==> src/rtl/sw_debounce.sv <==
// sw_debounce: 8-bit synchronized switch debouncer; define SW_DEBOUNCE_EDGE_EN for registered sw_rise/sw_fall pulses
module sw_debounce #(
  parameter int DEBOUNCE_CYCLES = 16
) (
  input  logic       clk,
  input  logic       rst,
  input  logic [7:0] SW,
  output logic [7:0] sw_clean,
  output logic [7:0] sw_rise,
  output logic [7:0] sw_fall,
  output logic       changed
);
  localparam logic [15:0] LAST = 16'(DEBOUNCE_CYCLES - 1);
  logic [7:0] s1, s2, flip;
  for (genvar i = 0; i < 8; i++) begin : g_bit
    logic [15:0] cnt;
    assign flip[i] = (s2[i] != sw_clean[i]) && (cnt == LAST);
    always_ff @(posedge clk)
      cnt <= (rst || s2[i] == sw_clean[i] || flip[i]) ? 16'd0 : cnt + 16'd1;
  end
  always_ff @(posedge clk) begin
    if (rst) begin
      s1       <= '0;
      s2       <= '0;
      sw_clean <= '0;
      changed  <= 1'b0;
    end else begin
      s1       <= SW;
      s2       <= s1;
      sw_clean <= sw_clean ^ flip;
      changed  <= |flip;
    end
  end
`ifdef SW_DEBOUNCE_EDGE_EN
  always_ff @(posedge clk) begin
    sw_rise <= rst ? 8'h00 : flip & s2;
    sw_fall <= rst ? 8'h00 : flip & ~s2;
  end
`else
  assign sw_rise = 8'h00;
  assign sw_fall = 8'h00;
`endif
endmodule

==> config.mk <==
export PLATFORM = sky130hd
export DESIGN_NAME = sw_debounce
export DESIGN_NICKNAME = d
export VERILOG_FILES = /design/src/rtl/sw_debounce.sv
export SDC_FILE = /design/constraint.sdc
export NUM_CORES = 1
export LEC_CHECK = 0
export CAP_MARGIN = 20
export CORE_ASPECT_RATIO = 0.8
export CORE_UTILIZATION = 34
export CTS_CLUSTER_SIZE = 30
export DETAILED_ROUTE_END_ITERATION = 10
export PLACE_DENSITY = 0.57
export SYNTH_ARGS = -nofsm -noshare
export SYNTH_HDL_FRONTEND = slang
export SYNTH_SLANG_ARGS = --single-unit
==> constraint.sdc <==
create_clock -name clk -period 2.2 [get_ports clk]
set_input_delay 0.44 -clock clk [delete_from_list [all_inputs] [get_ports clk]]
set_output_delay 0.44 -clock clk [all_outputs]
set_load 0.01 [all_outputs]
After elaboration in Yosys (flattened, before gate mapping)
Index checks and enable logic that the tools add are counted.
Widths: inputs -> output; s select.
{ "op_classes": {"n_addsub": 8, "n_eq_ne": 24, "bitwise_logic": 1, "n_reduce_logical": 25} }
{ "ops": {"columns": ["op", "n"], "rows": [
  ["$add 16x1->16 const B", 8],
  ["$eq 16x4->1 const B", 8],
  ["$logic_or 1x1->1", 16],
  ["$eq 1x1->1", 8],
  ["$logic_and 1x1->1", 8],
  ["$ne 1x1->1", 8],
  ["$reduce_or 8->1", 1],
  ["$xor 8x8->8", 1]
]} }
{ "word_totals": {"register_bits": 153, "elab_cells": 70, "in_bits": 10} }

Logic depth before layout (Yosys ltp)
Gate-level depths: netlist of the first run.
{ "logic_depth": {"depth_word": 3, "mapped_depth": 7} }

Worst setup path after synthesis of the first run
Ideal clock, no wire load.
{ "synth_timing": {"path_type": "flip-flop to flip-flop", "start": "register g_bit[4].cnt[0]", "end": "register g_bit[4].cnt[10]", "path_slack_ns": 0.694, "stages_incl_launch_ff": 8, "period_less_slack_ns": 1.506, "path_buffers": 2, "required_time_ns": 2.083, "arrival_time_ns": 1.389, "setup_time_ns": 0.117, "path_cell_list": "dfxtp_1 -> ha_1 -> and3_1 -> buf_2 -> nand4_1 -> nand2_1 -> buf_2 -> nor2_1"} }
{ "synth_via": {"elab_chain_len": 3, "word_cells_on_any_way": 4} }
{ "synth_lines": {"columns": ["element", "line_no", "text"], "rows": [
  ["start: declaration", "16", "logic [15:0] cnt;"],
  ["start signal: assignment", "19", "cnt <= (rst || s2[i] == sw_clean[i] || flip[i]) ? 16'd0 : cnt + 16'd1;"],
  ["branches (longest 3 deep; another with $add 16x1->16)", null, null]
]} }
Several ways; the timed one is not identified.
A chain may end at the register's enable or synchronous reset.

==> summary.md, run 1 <==
| Metric | Value |
|---|---|
| Asr flop ratio synth | 0% |
| Synth cell count leaders | dfxtp_1 (153), nor2_1 (152), xnor2_1 (60) |
| Post-Syn Area per Cell | 8.99 um^2 |
| YS warnings | 0 |
| Post-route antenna net violation count | 0 |
| Worst path buffer plus inverter count | 1 |
| Fin cells | approximately 970 |
| Outcome | completed |
| First-pass GRT wire length | about 19000 um |
| #FFs+latches synth | between 150 and 200 |
| Cts hold-fix bufs | 0 |
| Final Max Tran Viols | 0 |
| Core footprint | around 18000 um^2 |
| Cells on worst reg2reg path | 5 |
| Post-synthesis cell type count | 28 |
| Final net count | 743 |
| RSZ-0062 raised after global routing | false |
| Worst-Margin Slew | 0.579 ns |
| Die ar. | between 15000 and 20000 um^2 |
| Ratio of cells with drive above 1 in the final layout | roughly 5.0% |
| Antenna cells | 0 |
| Max stage delay on crit path | between 0.5 and 0.6 ns |
| CP Cell Sequence | clkdlybuf4s50_1 |
| Count of final hold-check violations | 0 |
| Synth top area share | about half |
| CTS sink count | around 150 |
| Max Clock Freq | 0.538 GHz |
| Clock transition at path regs | approximately 0.060 ns |
| Worst slew margin | 61.1% |
| Post-CTS Resized | 0 |
| Clock latency on the worst-skew pair | 0.42 ns |
| Number of remaining DRC errors | 0 |
| Crit-path max FO | 3 |
| Crit start category | flip-flop |
| Kind of critical path | flip-flop to primary output |
| Post-Synthesis Cells | approximately 700 |
| Clk root buf | clkbuf_16 |
| Number of synthesized flops with an enable pin | 0 |
| Final Wtd Congestion | 0.772 |
| Number of global-route vias before repair | 3937 |
| Largest net degree at the start of global routing | 34 |
| DRT iter0 DRCs | about 220 |
| Worst hold-check path type | flip-flop to flip-flop |
| Cell depth of the worst setup path | 1 |
| DP Worst Slack | between 0.2 and 0.3 ns |
| Final WL | about 11000 um |
| Seq/Total Area, Yosys | 48.7% |
| Worst Slack Setup Final | roughly 0.34 ns |
| Die X | 154 um |
| Std-Cell Rows | 44 |
| Largest area contributor in the netlist | dfxtp_1 |
| Initial antenna violation count | 0 |
| TritonCTS buffer count | 17 |
| Total track usage | 12.3% |
| DR vias/cell | between 4 and 5 |
| Setup bufs post-CTS | 0 |
| Final Instance Area | about 7300 um^2 |
| # port buffers | 18 |
| Leakage | around 2.5 nW |
| Max stage delay cell, worst path | clkdlybuf4s50_1 |
| Worst path top cell family by delay | buffers and inverters |
| Layout area overhead | 16.1% |
| TNS Setup | 0 ns |
| DIE HEIGHT | around 120 um |
| Pwr Density | 824 nW/um^2 |
| CTS tree | yes |
| Htree depth | 4 |
| Clock buffer depth | 2 |
| Maximum vdd drop | 0.000462 V |
| DP Wirelength | a little over 7000 um |
| Fin crit share | between 80% and 90% |
| Mapped Area | between 6000 and 7000 um^2 |
| Overflow after GRT | 0 |
| IO Count | 35 |
| Final setup vio count | 0 |
| Via count | 4423 |
| Min Hold Slack | roughly 0.44 ns |
| Placed Cells | between 900 and 1k |
| Most frequent cell after synthesis | dfxtp_1 |
| DRT Pass-1 Iters | 8 |
| Synth top area cells | dfxtp_1 (49%), nor2_1 (9.1%), xnor2_1 (8.4%) |
| DR WL/cell | between 10 and 15 um |
| Worst Path Arrival | roughly 1.4 ns |
| Synth Flop Type | dfxtp_1 |
| Crit. End Element | primary output |
| Initial Utilization | around a third |
| Hold Path Depth | 1 |
| Max Cap Violations | 0 |
| DP Area | about 6700 um^2 |
| Minimum clock period | between 1.5 and 2 ns |
| Clk_skew | about 0.009 ns |
| Worst Path Required | 1.76 ns |
layout by cell type (no fill, tap or decap), types with 16 or more instances in the layout:
master / Yosys / routed
and3_1: 30 / 30
clkbuf_16: 0 / 17
clkdlybuf4s50_1: 0 / 18
conb_1: 1 / 16
dfxtp_1: 153 / 153
nand2_1: 43 / 43
nand3_1: 39 / 39
nand4_1: 23 / 23
nor2_1: 152 / 152
nor2b_1: 18 / 18
nor4_1: 24 / 24
xnor2_1: 60 / 60
xor2_1: 55 / 55
flip-flops by register name, indices dropped and copies added, names as in the netlist, named ones only:
| name | flops |
|---|---|
| changed | 1 |
| g_bit.cnt | 128 |
| s1 | 8 |
| s2 | 8 |
final timing paths:
| kind | startpoint | endpoint | slack (ns) |
|---|---|---|---|
| max | flip-flop | sw_clean[3] | 0.34 |
| max reg2reg | g_bit[4].cnt[0]$_SDFF_PP0_ | g_bit[4].cnt[8]$_SDFF_PP0_ | 0.41 |
| min | s1[6]$_SDFF_PP0_ | s2[6]$_SDFF_PP0_ | 0.44 |
| min reg2reg | s1[6]$_SDFF_PP0_ | s2[6]$_SDFF_PP0_ | 0.44 |
metal layers:
layer  track usage, %  share of wire, %  vias up
met5                0                 0        -
met4             4.88               1.0        0
met3             3.83               3.2        8
met2             18.0                41       28
met1             17.0                55     2018
li1                 -                 -     2369
report_power, final:
group          total [mW]  switching (mW)  internal, mW
sequential           2.80         0.00892          2.79
combinational      0.0844          0.0509        0.0335
clock                3.13            1.13          2.01
metrics by stage:
stage	utilization, %	total power, mW
global route	40.3	6.22
CTS	40.3	6.10
detailed placement	36.8	2.95
finish	40.3	6.02
global placement	36.8	2.95
floorplan	-	2.93
area by class of cell:
type                    instances  area (um^2)
clock buffers                  19          433
inverters                      10         37.5
flip-flops and latches        153         3060
multi-input cells             522         3060
well taps                     230          288
fillers                      1781        10800
repair buffers                 21          215
clock inverters                13          201
kinds of logic after synthesis:
group                    synth area share (%)
AO/OA/AOI/OAI                            1.27
XOR/XNOR                                 16.0
adder cells (fa/ha/maj)                  1.59
buffers and inverters                    3.46
flip-flops                               48.7
multiplexers                             1.27
other                                  0.0597
AND/OR/NAND/NOR                          27.6
Power figures use the tool's default switching activity.
==> inputs of run 2 (changes only) <==
--- a/config.mk
+++ b/config.mk
@@ -10,7 +10,7 @@
 export CORE_UTILIZATION = 34
 export CTS_CLUSTER_SIZE = 30
 export DETAILED_ROUTE_END_ITERATION = 10
-export PLACE_DENSITY = 0.57
+export PLACE_DENSITY = 0.59
 export SYNTH_ARGS = -nofsm -noshare
 export SYNTH_HDL_FRONTEND = slang
 export SYNTH_SLANG_ARGS = --single-unit
==> constraint.sdc (replaced) <==
create_clock -name clk -period 1.55 [get_ports clk]
set_input_delay 0.31 -clock clk [delete_from_list [all_inputs] [get_ports clk]]
set_output_delay 0.31 -clock clk [all_outputs]
set_load 0.01 [all_outputs]
==> run 2 against run 1 <==
- register-to-register slack got worse by 0.34 ns
- via count rose by 3.6%
- final cell count rose by 5.5%
- combinational power rose by 71%
- clock-buffer cell count rose by 4
- global-route usage barely moved
- critical endpoint is now g_bit[6].cnt[15]$_SDFF_PP0_
- largest power group is now registers
==> summary.md, run 2 (same netlist as run 1, synthesis figures left out) <==
| Metric | Value |
|---|---|
| Fin cells | slightly above 1k |
| Largest net degree at the start of global routing | 19 |
| DR vias/cell | about 4.5 |
| Max stage delay cell, worst path | or4b_1 |
| DR WL/cell | 10.8 um |
| Max reg flops | 128 |
| Met2 GRT Util | roughly 18% |
| Max stage delay on crit path | slightly above 0.5 ns |
| Total track usage | about an eighth |
| Final net count | between 700 and 800 |
| Htree depth | 4 |
| Crit. End Element | flip-flop |
| Worst Path Arrival | between 1.5 and 2 ns |
| # port buffers | 18 |
| IO Count | 35 |
| DP Wirelength | between 7000 and 8000 um |
| Clock transition at path regs | approximately 0.060 ns |
| Post-route antenna net violation count | 0 |
| Cells on worst reg2reg path | 5 |
| Placed Cells | approximately 990 |
| Clk_skew | approximately 0.0072 ns |
| Cts hold-fix bufs | 0 |
| CTS sink count | around 150 |
| GRT met1 Usage | between 15 and 20% |
| Reg2reg end | g_bit[6].cnt[15]$_SDFF_PP0_ |
| GRT busiest layer | met2 |
| Outcome | completed |
| Initial Utilization | between 30% and 40% |
| Via count | 4581 |
| Die X | roughly 150 um |
| DRT Pass-1 Iters | 4 |
| DIE HEIGHT | approximately 120 um |
| Met3 usage | roughly 3.9% |
| Kind of critical path | flip-flop to flip-flop |
| Number of global-route vias before repair | approximately 4.1k |
| Final Wtd Congestion | 0.781 |
| Commonest non-fill, non-tap cell in the layout | nor2_1 |
| TritonCTS buffer count | 17 |
| Max Clock Freq | 0.678 GHz |
| Pwr Density | slightly above 1000 nW/um^2 |
| Overflow after GRT | 0 |
| RSZ-0062 raised after global routing | true |
| Reg2reg start | g_bit[6].cnt[8]$_SDFF_PP0_ |
| Core footprint | 18100 um^2 |
| Count of final hold-check violations | 0 |
| First-pass GRT wire length | 18800 um |
| WHS Endpoint | g_bit[5].cnt[0]$_SDFF_PP0_ |
| Hold Startpoint | g_bit[5].cnt[0]$_SDFF_PP0_ |
| Worst Path Required | around 1.9 ns |
| Clock latency on the worst-skew pair | 0.42 ns |
| Crit-path max FO | 4 |
| Antenna cells | 0 |
| Leakage | around 2.8 nW |
| Commonest non-fill, non-tap cells in the layout | nor2_1 (152), dfxtp_1 (144), xnor2_1 (60), xor2_1 (55), buf_4 (52) |
| Die ar. | around 19000 um^2 |
| Clock buffer depth | 2 |
| Std-Cell Rows | 44 |
| CP Cell Sequence | and3_4 -> nand4_1 -> or4b_1 -> xor2_1 -> nor2_2 |
| Top Registers | g_bit.cnt (128), s1 (8), s2 (8) |
| Number of remaining DRC errors | 0 |
| Final WL | between 10000 and 15000 um |
| CTS tree | yes |
| Layout area overhead | 23.5% |
| Initial antenna violation count | 0 |
| Clk root buf | clkbuf_16 |
| Crit start category | flip-flop |
| TNS Setup | 0 ns |
| Fin crit share | a little over nine tenths |
| Ratio of cells with drive above 1 in the final layout | 15.2% |
| R2r setup slk | around 0.075 ns |
| Maximum vdd drop | roughly 0.00077 V |
| Final setup vio count | 0 |
| Max Cap Violations | 0 |
| Minimum clock period | ~1.5 ns |
| Most flop-heavy register | g_bit.cnt |
| Worst hold-check path type | flip-flop to flip-flop |
| DRT iter0 DRCs | 154 |
| Hold Path Depth | 1 |
| Final Max Tran Viols | 0 |
[run 2: cell types whose count changed in the layout (fill, tap and decap cells not counted), sizes merged]
| cell | previous run | this run |
|---|---|---|
| dlygate4sd2 | 0 | 9 |
| clkbuf | 19 | 23 |
| clkdlybuf4s50 | 18 | 9 |
| bufinv | 5 | 1 |
| clkinvlp | 3 | 2 |
| buf | 3 | 57 |
[run 2: what timing repair did]
| action | in CTS | in global routing |
|---|---|---|
| pin swaps | 0 | 8 |
| endpoints found under the setup margin | 9 | 49 |
| resized for setup | 10 | 32 |
| buffers inserted | 0 | 4 |
[run 2: how the worst max path moves through the flow]
stage	startpoint	end	slack (ns)	depth (start not counted)
final	g_bit[6].cnt[8]$_SDFF_PP0_	g_bit[6].cnt[15]$_SDFF_PP0_	0.07	5
after global routing	g_bit[6].cnt[8]$_SDFF_PP0_	g_bit[6].cnt[15]$_SDFF_PP0_	-0.02	5
after CTS	g_bit[6].cnt[2]$_SDFF_PP0_	g_bit[6].cnt[15]$_SDFF_PP0_	0.03	5
after detailed placement	rst	g_bit[7].cnt[13]$_SDFF_PP0_	0.02	6
after global placement	g_bit[6].cnt[6]$_SDFF_PP0_	g_bit[6].cnt[15]$_SDFF_PP0_	0.04	5
after floorplan	g_bit[4].cnt[0]$_SDFF_PP0_	g_bit[4].cnt[10]$_SDFF_PP0_	0.04	7
[run 2: final cells by class]
| type | instances | area (um^2) |
|---|---|---|
| well taps | 230 | 288 |
| clock buffers | 23 | 488 |
| flip-flops and latches | 153 | 3070 |
| clock inverters | 8 | 70.1 |
| multi-input cells | 522 | 3160 |
| inverters | 10 | 37.5 |
| repair buffers | 75 | 642 |
| fillers | 1774 | 10400 |
[run 2: worst max-delay path: cells and delay by family, from the launching register on]
kind | cells | cell delay (ns)
XOR/XNOR | 1 | 0.17
AND/OR/NAND/NOR | 4 | 0.87
flip-flops | 1 | 0.32
[run 2: stage by stage]
stage / util, % / setup WS [ns] / power (mW) / cell area [um^2] / hold slack [ns]
global route: 42.9 / -0.0215 / 8.31 / 7760 / 0.434
CTS: 42.0 / 0.0259 / 8.11 / 7610 / 0.429
global placement: 39.0 / 0.0379 / 4.20 / 7060 / 0.418
detailed placement: 39.0 / 0.0227 / 4.20 / 7060 / 0.424
finish: 42.9 / 0.0749 / 7.99 / 7760 / 0.422
floorplan: - / 0.0440 / 4.16 / 6340 / 0.413
[run 2: power breakdown]
group	internal (mW)	total, mW	switching, mW
Sequential	3.96	3.97	0.0129
Combinational	0.0664	0.144	0.0779
Clock	2.35	3.88	1.52
Total	6.38	7.99	1.61
[run 2: layer usage]
metal  vias to the layer above  share of wire (%)
met3                        12                2.6
met5                         -                  0
met4                         0                1.4
met1                      2059                 55
met2                        36                 41
li1                       2474                  -
==> inputs of run 3 (changes only) <==
--- a/config.mk
+++ b/config.mk
@@ -10,7 +10,8 @@
 export CORE_UTILIZATION = 34
 export CTS_CLUSTER_SIZE = 30
 export DETAILED_ROUTE_END_ITERATION = 10
-export PLACE_DENSITY = 0.59
+export DONT_BUFFER_PORTS = 1
+export PLACE_DENSITY = 0.57
 export SYNTH_ARGS = -nofsm -noshare
 export SYNTH_HDL_FRONTEND = slang
 export SYNTH_SLANG_ARGS = --single-unit
==> run 3 against run 2 <==
- combinational power shrank 8%
- maximum frequency shrank 0.66%
- critical path depth is the same
- first-iteration DRC count up 3.9%
- global-route usage grew 1.0 points
- cell area rose by 0.87%
- wire length rose by 5.9%
- clock power is 12% higher
- via count grew 0.11%
- final cell count fell by 0.39%
- clock skew increased by 0.0020 ns
==> summary.md, run 3 (same netlist as run 1, synthesis figures left out) <==
| Metric | Value |
|---|---|
| Overflow after GRT | 0 |
| Clk root buf | clkbuf_16 |
| Crit-path max FO | 3 |
| DRT Pass-1 Iters | 6 |
| Maximum vdd drop | roughly 0.00065 V |
| Total Power | roughly 8.4 mW |
| Worst hold-check path type | input port to flip-flop |
| Crit start category | flip-flop |
| Worst path buffer plus inverter count | 0 |
| TritonCTS buffer count | 17 |
| Total track usage | a little over an eighth |
| Max stage delay cell, worst path | or4b_1 |
| Clk_skew | between 0.009 and 0.01 ns |
| Worst Path Required | ~1.9 ns |
| Commonest non-fill, non-tap cell in the layout | nor2_1 |
| First-pass GRT wire length | between 15000 and 20000 um |
| DR vias/cell | approximately 4.5 |
| Max stage delay on crit path | around 0.46 ns |
| Die ar. | 19000 um^2 |
| Antenna cells | 0 |
| Pwr Density | 1080 nW/um^2 |
| Clock buffer depth | 2 |
| Htree depth | 4 |
| Min Hold Slack | between 0.1 and 0.15 ns |
| Filler cells | around 1.7k |
| Initial Utilization | a little over a third |
| Outcome | completed |
| Ratio of cells with drive above 1 in the final layout | between 10% and 20% |
| Post-route antenna net violation count | 0 |
| CP Cell Sequence | nand3_4 -> nor3_4 -> or4b_1 -> xor2_1 -> nor2_2 |
| Largest net degree at the start of global routing | 25 |
| Number of global-route vias before repair | around 4.2k |
| # port buffers | 0 |
| Max Clock Freq | just under 0.7 GHz |
| Worst slew margin | approximately three fifths |
| Clock latency on the worst-skew pair | 0.42 ns |
| Final setup vio count | 0 |
| Core footprint | roughly 18000 um^2 |
| Most flop-heavy register | g_bit.cnt |
| Worst-Margin Slew | around 0.59 ns |
| Worst Path Arrival | between 1.5 and 2 ns |
| CTS tree | yes |
| Fin crit share | between 90% and 100% |
| Max reg flops | about 130 |
| Via count | about 4.6k |
| Worst path top cell family by delay | simple AND/OR/NAND/NOR gates |
| Final Max Tran Viols | 0 |
| Number of remaining DRC errors | 0 |
| DR WL/cell | about 11 um |
| Count of final hold-check violations | 0 |
| Top Registers | g_bit.cnt (128), s1 (8), s2 (8) |
| IO Count | 35 |
| Clock transition at path regs | about 0.060 ns |
| Commonest non-fill, non-tap cells in the layout | nor2_1 (152), dfxtp_1 (141), xnor2_1 (60), xor2_1 (55), buf_4 (49) |
| Final Instance Area | between 7000 and 8000 um^2 |
| Std-Cell Rows | between 40 and 50 |
| Die X | roughly 150 um |
| Leakage | roughly 2.8 nW |
| Initial antenna violation count | 0 |
| Layout area overhead | 24.6% |
| Crit. End Element | flip-flop |
| Final WL | approximately 12000 um |
| DIE HEIGHT | 124 um |
| Final Wtd Congestion | between 0.7 and 0.8 |
| Final net count | between 700 and 800 |
| Kind of critical path | flip-flop to flip-flop |
| DP Wirelength | a little under 8000 um |
| Max Cap Violations | 0 |
| DP Area | 6900 um^2 |
| CTS sink count | ~150 |
| Minimum clock period | 1.48 ns |
| DRT iter0 DRCs | between 150 and 200 |
-- run 3: cell types whose count changed in the layout (fill, tap and decap cells not counted), sizes merged --
cell	previous run	this run
clkbuf	23	20
bufinv	1	3
inv	10	12
buf	57	54
dlygate4sd3	0	16
clkinv	5	3
dlygate4sd2	9	0
clkinvlp	2	4
clkdlybuf4s50	9	0
-- run 3: layout make-up --
class	instances	area [um^2]	area share (%)
repair buffers	70	619	7.91
multi-input cells	522	3180	40.6
clock buffers	20	467	5.96
clock inverters	12	164	2.09
flip-flops and latches	153	3080	39.3
well taps	230	288	3.68
inverters	10	37.5	0.479
-- run 3: power by group --
| group | leakage, nW | switching [mW] | internal [mW] |
|---|---|---|---|
| Combinational | 1.26 | 0.0699 | 0.0632 |
| Sequential | 1.24 | 0.0139 | 3.96 |
| Clock | 0.295 | 1.65 | 2.68 |
| Total | 2.80 | 1.73 | 6.70 |
-- run 3: path summary, 6_finish.rpt --
path | cells after the start | slack [ns] | end | startpoint
setup / recovery | 5 | 0.07 | g_bit[6].cnt[15]$_SDFF_PP0_ | g_bit[6].cnt[2]$_SDFF_PP0_
hold reg to reg | 1 | 0.42 | g_bit[0].cnt[0]$_SDFF_PP0_ | g_bit[0].cnt[0]$_SDFF_PP0_
setup reg to reg | 5 | 0.07 | g_bit[6].cnt[15]$_SDFF_PP0_ | g_bit[6].cnt[2]$_SDFF_PP0_
hold / removal | 2 | 0.13 | g_bit[3].cnt[1]$_SDFF_PP0_ | rst
-- run 3: repair_timing --
item,4_1_cts,5_1_grt
hold endpoints to repair,25,0
pin swaps,0,10
buffers inserted,0,1
gates resized for setup,1,35
setup endpoints to repair,1,55
hold buffers,16,0
-- run 3: worst register-to-register path: stages, from the launching register on --
cell	delay (ns)
dfxtp_1	0.40
nand3_4	0.12
nor3_4	0.18
or4b_1	0.46
xor2_1	0.18
nor2_2	0.04
-- run 3: metrics by stage --
step	util, %	instances	setup slack (ns)	setup TNS, ns
final	43.2	1017	0.0651	0
after global routing	43.2	1017	-0.00651	-0.0145
after CTS	42.5	1016	0.00134	0
after detailed placement	38.1	968	0.0167	0
after global placement	38.1	968	-0.00440	-0.00440
after floorplan	-	714	0.0440	0
-- run 3: routing by layer --
layer	track usage (%)	vias up	part of all wire, %	wire, um
met5	0	-	0	0
met4	5.69	0	1.4	159
met3	4.07	13	2.4	282
met2	19.2	31	41	4750
met1	18.4	2075	56	6500
li1	-	2467	-	-
